===== src/rtl/sha256_msg_padder.sv =====
`default_nettype none
// ============================================================================
// Module   : sha256_msg_padder
// Brief    : Streaming SHA-256 padder; big-endian 32-bit words in, 16-word padded blocks out.
// Revision : 1.0 - initial release
// ============================================================================
module sha256_msg_padder #(
    parameter int CNT_W = 32
) (
    input  logic        iClk,
    input  logic        iReset_n,
    input  logic        iClear,
    input  logic        iIn_valid,
    input  logic [31:0] iIn_data,
    input  logic        iIn_last,
    input  logic [2:0]  iIn_nbytes,
    output logic        oIn_ready,
    output logic        oOut_valid,
    output logic [31:0] oOut_data,
    output logic        oOut_first,
    output logic        oOut_last,
    output logic        oOut_final,
    input  logic        iOut_ready,
    output logic        oBusy,
    output logic        oErr
);

    typedef enum logic [2:0] {
        S_DATA   = 3'd0,
        S_MARK   = 3'd1,
        S_ZERO   = 3'd2,
        S_LEN_HI = 3'd3,
        S_LEN_LO = 3'd4
    } state_t;

    state_t           state_q, state_d;
    logic [3:0]       idx_q, idx_d;
    logic [CNT_W-1:0] cnt_q, cnt_d;
    logic             err_q, err_d;

    logic             w_xfer;
    logic             w_bad_nb;
    logic [2:0]       w_nb;
    logic             w_partial;
    logic [3:0]       w_idx_inc;
    logic [CNT_W:0]   w_sum;
    logic [63:0]      w_len;
    logic [31:0]      w_pad_word;
    state_t           w_pad_next;

    assign w_bad_nb   = (iIn_nbytes > 3'd4);
    assign w_nb       = w_bad_nb ? 3'd4 : iIn_nbytes;
    assign w_partial  = iIn_last && (w_nb != 3'd4);
    assign w_idx_inc  = idx_q + 4'd1;
    assign w_sum      = {1'b0, cnt_q} + (w_partial ? (CNT_W+1)'(w_nb) : (CNT_W+1)'(4));
    assign w_len      = 64'(cnt_q) << 3;
    // Padding skips straight to the length words once they would land on idx 14/15.
    assign w_pad_next = (w_idx_inc == 4'd14) ? S_LEN_HI : S_ZERO;

    always_comb begin
        case (w_nb[1:0])
            2'd0:    w_pad_word = 32'h8000_0000;
            2'd1:    w_pad_word = {iIn_data[31:24], 24'h80_0000};
            2'd2:    w_pad_word = {iIn_data[31:16], 16'h8000};
            default: w_pad_word = {iIn_data[31:8], 8'h80};
        endcase
    end

    always_comb begin
        oIn_ready  = 1'b0;
        oOut_valid = 1'b0;
        oOut_data  = 32'h0;
        oOut_final = 1'b0;
        case (state_q)
            S_DATA: begin
                oIn_ready  = iOut_ready;
                oOut_valid = iIn_valid;
                if (iIn_valid) begin
                    oOut_data = w_partial ? w_pad_word : iIn_data;
                end
            end
            S_MARK: begin
                oOut_valid = 1'b1;
                oOut_data  = 32'h8000_0000;
            end
            S_ZERO: begin
                oOut_valid = 1'b1;
            end
            S_LEN_HI: begin
                oOut_valid = 1'b1;
                oOut_data  = w_len[63:32];
            end
            S_LEN_LO: begin
                oOut_valid = 1'b1;
                oOut_data  = w_len[31:0];
                oOut_final = 1'b1;
            end
            default: ;
        endcase
    end

    assign oOut_first = oOut_valid && (idx_q == 4'd0);
    assign oOut_last  = oOut_valid && (idx_q == 4'd15);
    assign w_xfer     = oOut_valid && iOut_ready;
    assign oBusy      = (state_q != S_DATA) || (idx_q != 4'd0) || (cnt_q != '0);
    assign oErr       = err_q;

    always_comb begin
        state_d = state_q;
        idx_d   = idx_q;
        cnt_d   = cnt_q;
        err_d   = err_q;
        if (w_xfer) begin
            idx_d = w_idx_inc;
            case (state_q)
                S_DATA: begin
                    cnt_d = w_sum[CNT_W-1:0];
                    if (w_sum[CNT_W] || (iIn_last && w_bad_nb)) begin
                        err_d = 1'b1;
                    end
                    if (iIn_last) begin
                        state_d = w_partial ? w_pad_next : S_MARK;
                    end
                end
                S_MARK, S_ZERO: state_d = w_pad_next;
                S_LEN_HI:       state_d = S_LEN_LO;
                S_LEN_LO: begin
                    state_d = S_DATA;
                    cnt_d   = '0;
                end
                default:        state_d = S_DATA;
            endcase
        end
    end

    always_ff @(posedge iClk or negedge iReset_n) begin
        if (!iReset_n) begin
            state_q <= S_DATA;
            idx_q   <= 4'd0;
            cnt_q   <= '0;
            err_q   <= 1'b0;
        end else if (iClear) begin
            state_q <= S_DATA;
            idx_q   <= 4'd0;
            cnt_q   <= '0;
            err_q   <= 1'b0;
        end else begin
            state_q <= state_d;
            idx_q   <= idx_d;
            cnt_q   <= cnt_d;
            err_q   <= err_d;
        end
    end

endmodule
`default_nettype wire


===== config.mk =====
export PLATFORM = sky130hd
export DESIGN_NAME = sha256_msg_padder
export DESIGN_NICKNAME = d
export VERILOG_FILES = /design/src/rtl/sha256_msg_padder.sv
export SDC_FILE = /design/constraint.sdc
export NUM_CORES = 1
export LEC_CHECK = 0
export BUFFER_PORTS_ARGS = -buffer_cell sky130_fd_sc_hd__buf_4
export CAP_MARGIN = 20
export CORE_MARGIN = 5
export CORE_UTILIZATION = 45
export CTS_CLUSTER_DIAMETER = 200
export DETAILED_ROUTE_END_ITERATION = 10
export GPL_TIMING_DRIVEN = 1
export PLACE_DENSITY = 0.7
export SLEW_MARGIN = 10
export SYNTH_ARGS = -nofsm -noshare
export SYNTH_HDL_FRONTEND = slang
export SYNTH_SLANG_ARGS = --single-unit
export TNS_END_PERCENT = 10

===== constraint.sdc =====
create_clock -name iClk -period 3.1 [get_ports iClk]
set_clock_uncertainty 0.2 [all_clocks]
set_input_delay 0.31 -clock iClk [delete_from_list [all_inputs] [get_ports iClk]]
set_output_delay 0.31 -clock iClk [all_outputs]
set_load 0.1 [all_outputs]

==> impl_metrics.json, run 1 <==
{
  "hold_path.class": "primary input to flop",
  "gp_congestion": 0.8915,
  "cts_made_buffers": 5,
  "finalCritPeriodShare": 0.8844,
  "rsz0062_at_grt": "no",
  "ys_seq_area_frac": 0.3343,
  "die_w_um": 91.57,
  "fmax_mhz": 364.7,
  "fin_util": 0.5868,
  "worst_pin_slew_ps": 632.7,
  "clk_pin_slew_ps": 80,
  "ios": 80,
  "drt_first_pass_iters": 4,
  "yosysTopAreaCell": "dfrtp_1",
  "power_density_nw_per_um2": 394.0,
  "worstSetupPathType": "flop to primary output",
  "max_slew_margin": 0.5747,
  "die_y_um": 91.57,
  "drcViolationCount": 0,
  "ys.flop_type": "dfrtp_1",
  "grt_overflow": 0,
  "grt_util_all_layers": 0.2353,
  "slew_viol_final": 0,
  "synth_top_cell_area_share": 0.3343,
  "synth_area_leaders": "dfrtp_1, a22o_1, nand2_1",
  "pre_cts_ws_ps": 180.1,
  "synth-seq-cells": 40,
  "register_area_um2": 1001,
  "vias_per_cell": 6.384,
  "htree_num_levels": 2,
  "final_area_um2": 3769,
  "nFillCells": 601,
  "routed_wirelength_um": 9789,
  "synthTopCellsByCount": "dfrtp_1, nand2_1, nor2_1",
  "coreArea_um2": 6422,
  "clock_path_buffers": 2,
  "status": "completed",
  "dp_hpwl_um": 7348,
  "antenna_found_initial": 0,
  "num_antenna_cells": 0,
  "setup_slack_ps": 358.3,
  "die_area_um2": 8385,
  "postRouteAntennaNets": 0,
  "p_leak_nw": 1.727,
  "syn_to_final_growth_pct": 25.87,
  "yosys_warnings": 0,
  "critical_path.max_fanout": 10,
  "arrival_ps": 2230,
  "num_rows": 29,
  "syn_area_per_cell_um2": 8.363,
  "placed_cell_area_um2": 3681,
  "layout.cells.non_filler": 511,
  "drive_gt1_frac": 0.2696,
  "drt-initial-drc-count": 277,
  "wl_per_cell_um": 19.16,
  "grt_pass1_vias": 3203,
  "port_buffers": 79,
  "syn_nets": 406,
  "cts_tree": "yes",
  "async_flop_share": 1.000,
  "yosysMostFrequentCell": "dfrtp_1",
  "dp_cells": 503,
  "synth_cells": 358,
  "synth_edf_count": 0,
  "vias": 3262,
  "multiInputGateArea_um2": 1829,
  "clock_sinks": 40,
  "root_buffer": "clkbuf_8",
  "grt_pass1_wl_um": 15950,
  "synthDistinctLibCells": 60,
  "finalCriticalPeriod_ps": 2742,
  "r2r_setup_slack_ps": 380,
  "clock_latency_ps": 290,
  "critPathLaunchType": "flop",
  "start_util": 0.4662,
  "post-cts-setup-buffers": 0,
  "worstSetupEndpointType": "primary output",
  "cap_violations": 0,
  "required_ps": 2590,
  "setup_violations": 0,
  "netlist_area_um2": 2994,
  "hold_viol_final": 0,
  "final_nets": 482,
  "grt_max_degree": 41,
  "ir_worst_vdd_mv": 0.1751
}
-- state kept, by name (all words and copies together), names as in the netlist --
name     flops
state_q      3
oErr         1
cnt_q       32
idx_q        4
-- cells in the final DEF, fill, tap and decap left out, types with 4 or more instances in the layout --
| cell | count |
|---|---|
| xor2_1 | 5 |
| nand2_1 | 37 |
| o211ai_1 | 4 |
| nand4_1 | 16 |
| and2_1 | 6 |
| a21o_1 | 5 |
| and3_1 | 4 |
| or2_2 | 4 |
| dfrtp_1 | 40 |
| inv_1 | 13 |
| xnor2_1 | 4 |
| o21ai_0 | 25 |
| a22o_1 | 29 |
| buf_4 | 94 |
| nor3_1 | 6 |
| nand3_1 | 8 |
| nor4_1 | 11 |
| ha_1 | 6 |
| a31oi_1 | 14 |
| clkbuf_8 | 5 |
| a21oi_1 | 13 |
| nor2_1 | 30 |
-- per-layer routing --
| metal | part of all wire | track usage | vias to the layer above |
|---|---|---|---|
| met1 | 0.42 | 0.3058 | 1537 |
| li1 | - | - | 1508 |
| met3 | 0.099 | 0.06116 | 25 |
| met4 | 0.023 | 0.07663 | 0 |
| met2 | 0.46 | 0.3810 | 192 |
| met5 | 0 | 0 | - |
-- stage by stage --
| stage | TNS [ps] | total power [mW] | hold WS, ps |
|---|---|---|---|
| after floorplan | -153.9 | 0.9878 | -185.6 |
| after global placement | 0 | 1.149 | 124.7 |
| after detailed placement | 0 | 1.155 | 122.7 |
| after CTS | 0 | 1.491 | 82.69 |
| after global routing | 0 | 1.553 | 94.81 |
| final | 0 | 1.485 | 88.14 |
-- repair_timing --
item	CTS	global route
gates resized for setup	0	0
hold buffers	1	0
hold endpoints to repair	40	0
-- power by group --
part           internal (mW)  switching (mW)  total [mW]
sequential             0.536          0.0296       0.565
clock                  0.153           0.184       0.338
combinational          0.160           0.422       0.582
total                  0.849           0.636        1.48
-- logic make-up (layout without fill, tap and decap cells) --
group	after synthesis	after routing	share of synthesized area
simple gates	143	143	0.2566
compound gates	117	117	0.2829
fa+ha+maj	7	7	0.03176
mux	3	3	0.01045
buf+inv	39	115	0.05767
xor+xnor	9	9	0.02632
flops	40	40	0.3343
-- layout make-up --
class                           count  area share
Multi-Input combinational cell    279      0.4854
Sequential cell                    40      0.2656
Timing Repair Buffer               95      0.1899
Tap cell                           77     0.02556
Clock buffer                        6     0.01926
Inverter                           13     0.01295
Clock inverter                      1    0.001328
-- path summary, 6_finish.rpt --
path	depth (start not counted)	end	start
min in group asynchronous	2	cnt_q[4]	iReset_n
hold / removal	2	state_q[2]	iClear
hold reg to reg	1	oErr	oErr
max in group asynchronous	2	cnt_q[20]	iReset_n
setup / recovery	7	oOut_data[15]	state_q[1]
setup reg to reg	9	cnt_q[30]	cnt_q[0]
-- critical path, stage by stage, from the launching register on --
cell     delay, ps
dfrtp_1        520
nor3_1         380
nand2_1        230
nor2_1         140
buf_4          180
o21ai_0         90
nand2_1        100
buf_4          300
Power figures use the tool's default switching activity.
==> run 2: changes to the inputs <==
--- a/config.mk
+++ b/config.mk
@@ -13,6 +13,7 @@
 export DETAILED_ROUTE_END_ITERATION = 10
 export GPL_TIMING_DRIVEN = 1
 export PLACE_DENSITY = 0.7
+export REMOVE_ABC_BUFFERS = 1
 export SLEW_MARGIN = 10
 export SYNTH_ARGS = -nofsm -noshare
 export SYNTH_HDL_FRONTEND = slang
==> run 2 against run 1 <==
  * Non-clock buffer count is 4 higher
  * Worst hold slack better by 0.50 ps
  * Highest routed layer unchanged
  * Register-to-register slack worse by 120 ps
  * Sequential share of layout area is 0.43 points lower
  * Fmax is 4.5% lower
  * Largest power group unchanged
  * Global-route usage is 0.83 points higher
  * Power is 6.6% higher
==> impl_metrics.json, run 2 (synthesis results as in run 1) <==
{
  "status": "completed",
  "required_ps": 2590,
  "pre_cts_ws_ps": 97.07,
  "top_regs": "cnt_q x32, idx_q x4, state_q x3",
  "worstSetupEndpointType": "primary output",
  "use_met3": 0.04463,
  "setup_slack_ps": 228.6,
  "placed_cell_area_um2": 3707,
  "ios": 80,
  "die_y_um": 91.57,
  "die_w_um": 91.57,
  "slew_viol_final": 0,
  "grt_max_degree": 41,
  "fin_util": 0.5963,
  "critPathLaunchType": "flop",
  "met2_usage": 0.3987,
  "r2r_setup_slack_ps": 260,
  "drive_gt1_frac": 0.2779,
  "cts_tree": "yes",
  "fmax_mhz": 348.3,
  "finalPower_mw": 1.583,
  "grt_util_all_layers": 0.2436,
  "drcViolationCount": 0,
  "wl_per_cell_um": 19.63,
  "p_leak_nw": 1.764,
  "antenna_found_initial": 0,
  "min_from": "iClear",
  "nFillCells": 586,
  "worst_pin_slew_ps": 693.0,
  "largest_register_ffs": 32,
  "cap_violations": 0,
  "syn_to_final_growth_pct": 27.91,
  "dp_cells": 507,
  "clock_latency_ps": 290,
  "gp_congestion": 0.8858,
  "fin_hold_ws_ps": 88.64,
  "vias": 3257,
  "grt-busiest-layer": "met2",
  "reg2reg_to": "cnt_q[30]",
  "worstSetupPathType": "flop to primary output",
  "num_antenna_cells": 0,
  "final_nets": 486,
  "mostFrequentLayoutCell": "buf_4",
  "coreArea_um2": 6422,
  "htree_num_levels": 2,
  "dp_hpwl_um": 7616,
  "grt_overflow": 0,
  "rr_startpoint": "cnt_q[0]",
  "finalCritPeriodShare": 0.9263,
  "multiInputGateArea_um2": 1831,
  "root_buffer": "clkbuf_8",
  "cts_made_buffers": 5,
  "arrival_ps": 2360,
  "critical_path.max_fanout": 10,
  "postRouteAntennaNets": 0,
  "hold_path.class": "primary input to flop",
  "ir_worst_vdd_mv": 0.2013,
  "hold_viol_final": 0,
  "fin_setup_tns_ps": 0,
  "whs_endpoint": "state_q[2]",
  "rsz0062_at_grt": "no",
  "met1_usage": 0.3299,
  "routed_wirelength_um": 10130,
  "setup_violations": 0,
  "die_area_um2": 8385,
  "grt_pass1_vias": 3202,
  "whs_path_depth": 2,
  "drt_first_pass_iters": 4,
  "clock_path_buffers": 2,
  "num_rows": 29,
  "clk_pin_slew_ps": 80,
  "start_util": 0.4662,
  "largest-register": "cnt_q",
  "power_density_nw_per_um2": 413.2,
  "finalCriticalPeriod_ps": 2871,
  "final_cell_mix": "buf_4, dfrtp_1, nand2_1",
  "vias_per_cell": 6.312,
  "max_slew_margin": 0.5365,
  "layout.cells.non_filler": 516,
  "final_area_um2": 3830,
  "clock_sinks": 40,
  "r2r_cells": 9,
  "register_area_um2": 1001,
  "port_buffers": 79,
  "drt-initial-drc-count": 251,
  "grt_pass1_wl_um": 16570
}
## run 2: cell count changes in the layout (fill, tap and decap cells not counted)
cell,delta
buf_4,+4
a21oi_1,+1
a21oi_2,-1
bufinv_16,+1
nor3_1,-1
nor3_2,+1
## run 2: worst max path at each step
stage / start / to
final: state_q[1] / oOut_data[20]
after global routing: cnt_q[0] / cnt_q[26]
after CTS: state_q[1] / oOut_data[20]
after detailed placement: iIn_nbytes[2] / cnt_q[30]
after floorplan: state_q[2] / oOut_data[10]
after global placement: iIn_nbytes[2] / cnt_q[30]
## run 2: where the power goes
group	internal [mW]	switching (mW)
registers	0.536	0.0293
clock network	0.239	0.190
logic	0.162	0.426
## run 2: metal layers
metal,wire length (µm),share of wire
met4,199,0.020
met3,789,0.078
met1,4298,0.42
met2,4841,0.48
met5,0,0
## run 2: final cells by class
cell class | count | share of cell area
Timing Repair Buffer | 99 | 0.1947
Clock inverter | 2 | 0.009147
Clock buffer | 6 | 0.01895
Tap cell | 77 | 0.02516
Sequential cell | 40 | 0.2614
Inverter | 13 | 0.01274
Multi-Input combinational cell | 279 | 0.4779
## run 2: repair_timing
item                                   in CTS  in global routing
endpoints found under the hold margin      40                  0
setup endpoints to repair                   0                  2
resized for setup                           0                  1
hold buffers                                1                  0
buffers inserted                            0                  0
## run 2: critical path: stages, from the launching register on
cell	delay (ps)
dfrtp_1	520
nor3_2	350
nand2_1	120
nor2_1	430
buf_4	230
a22o_1	130
buf_4	280
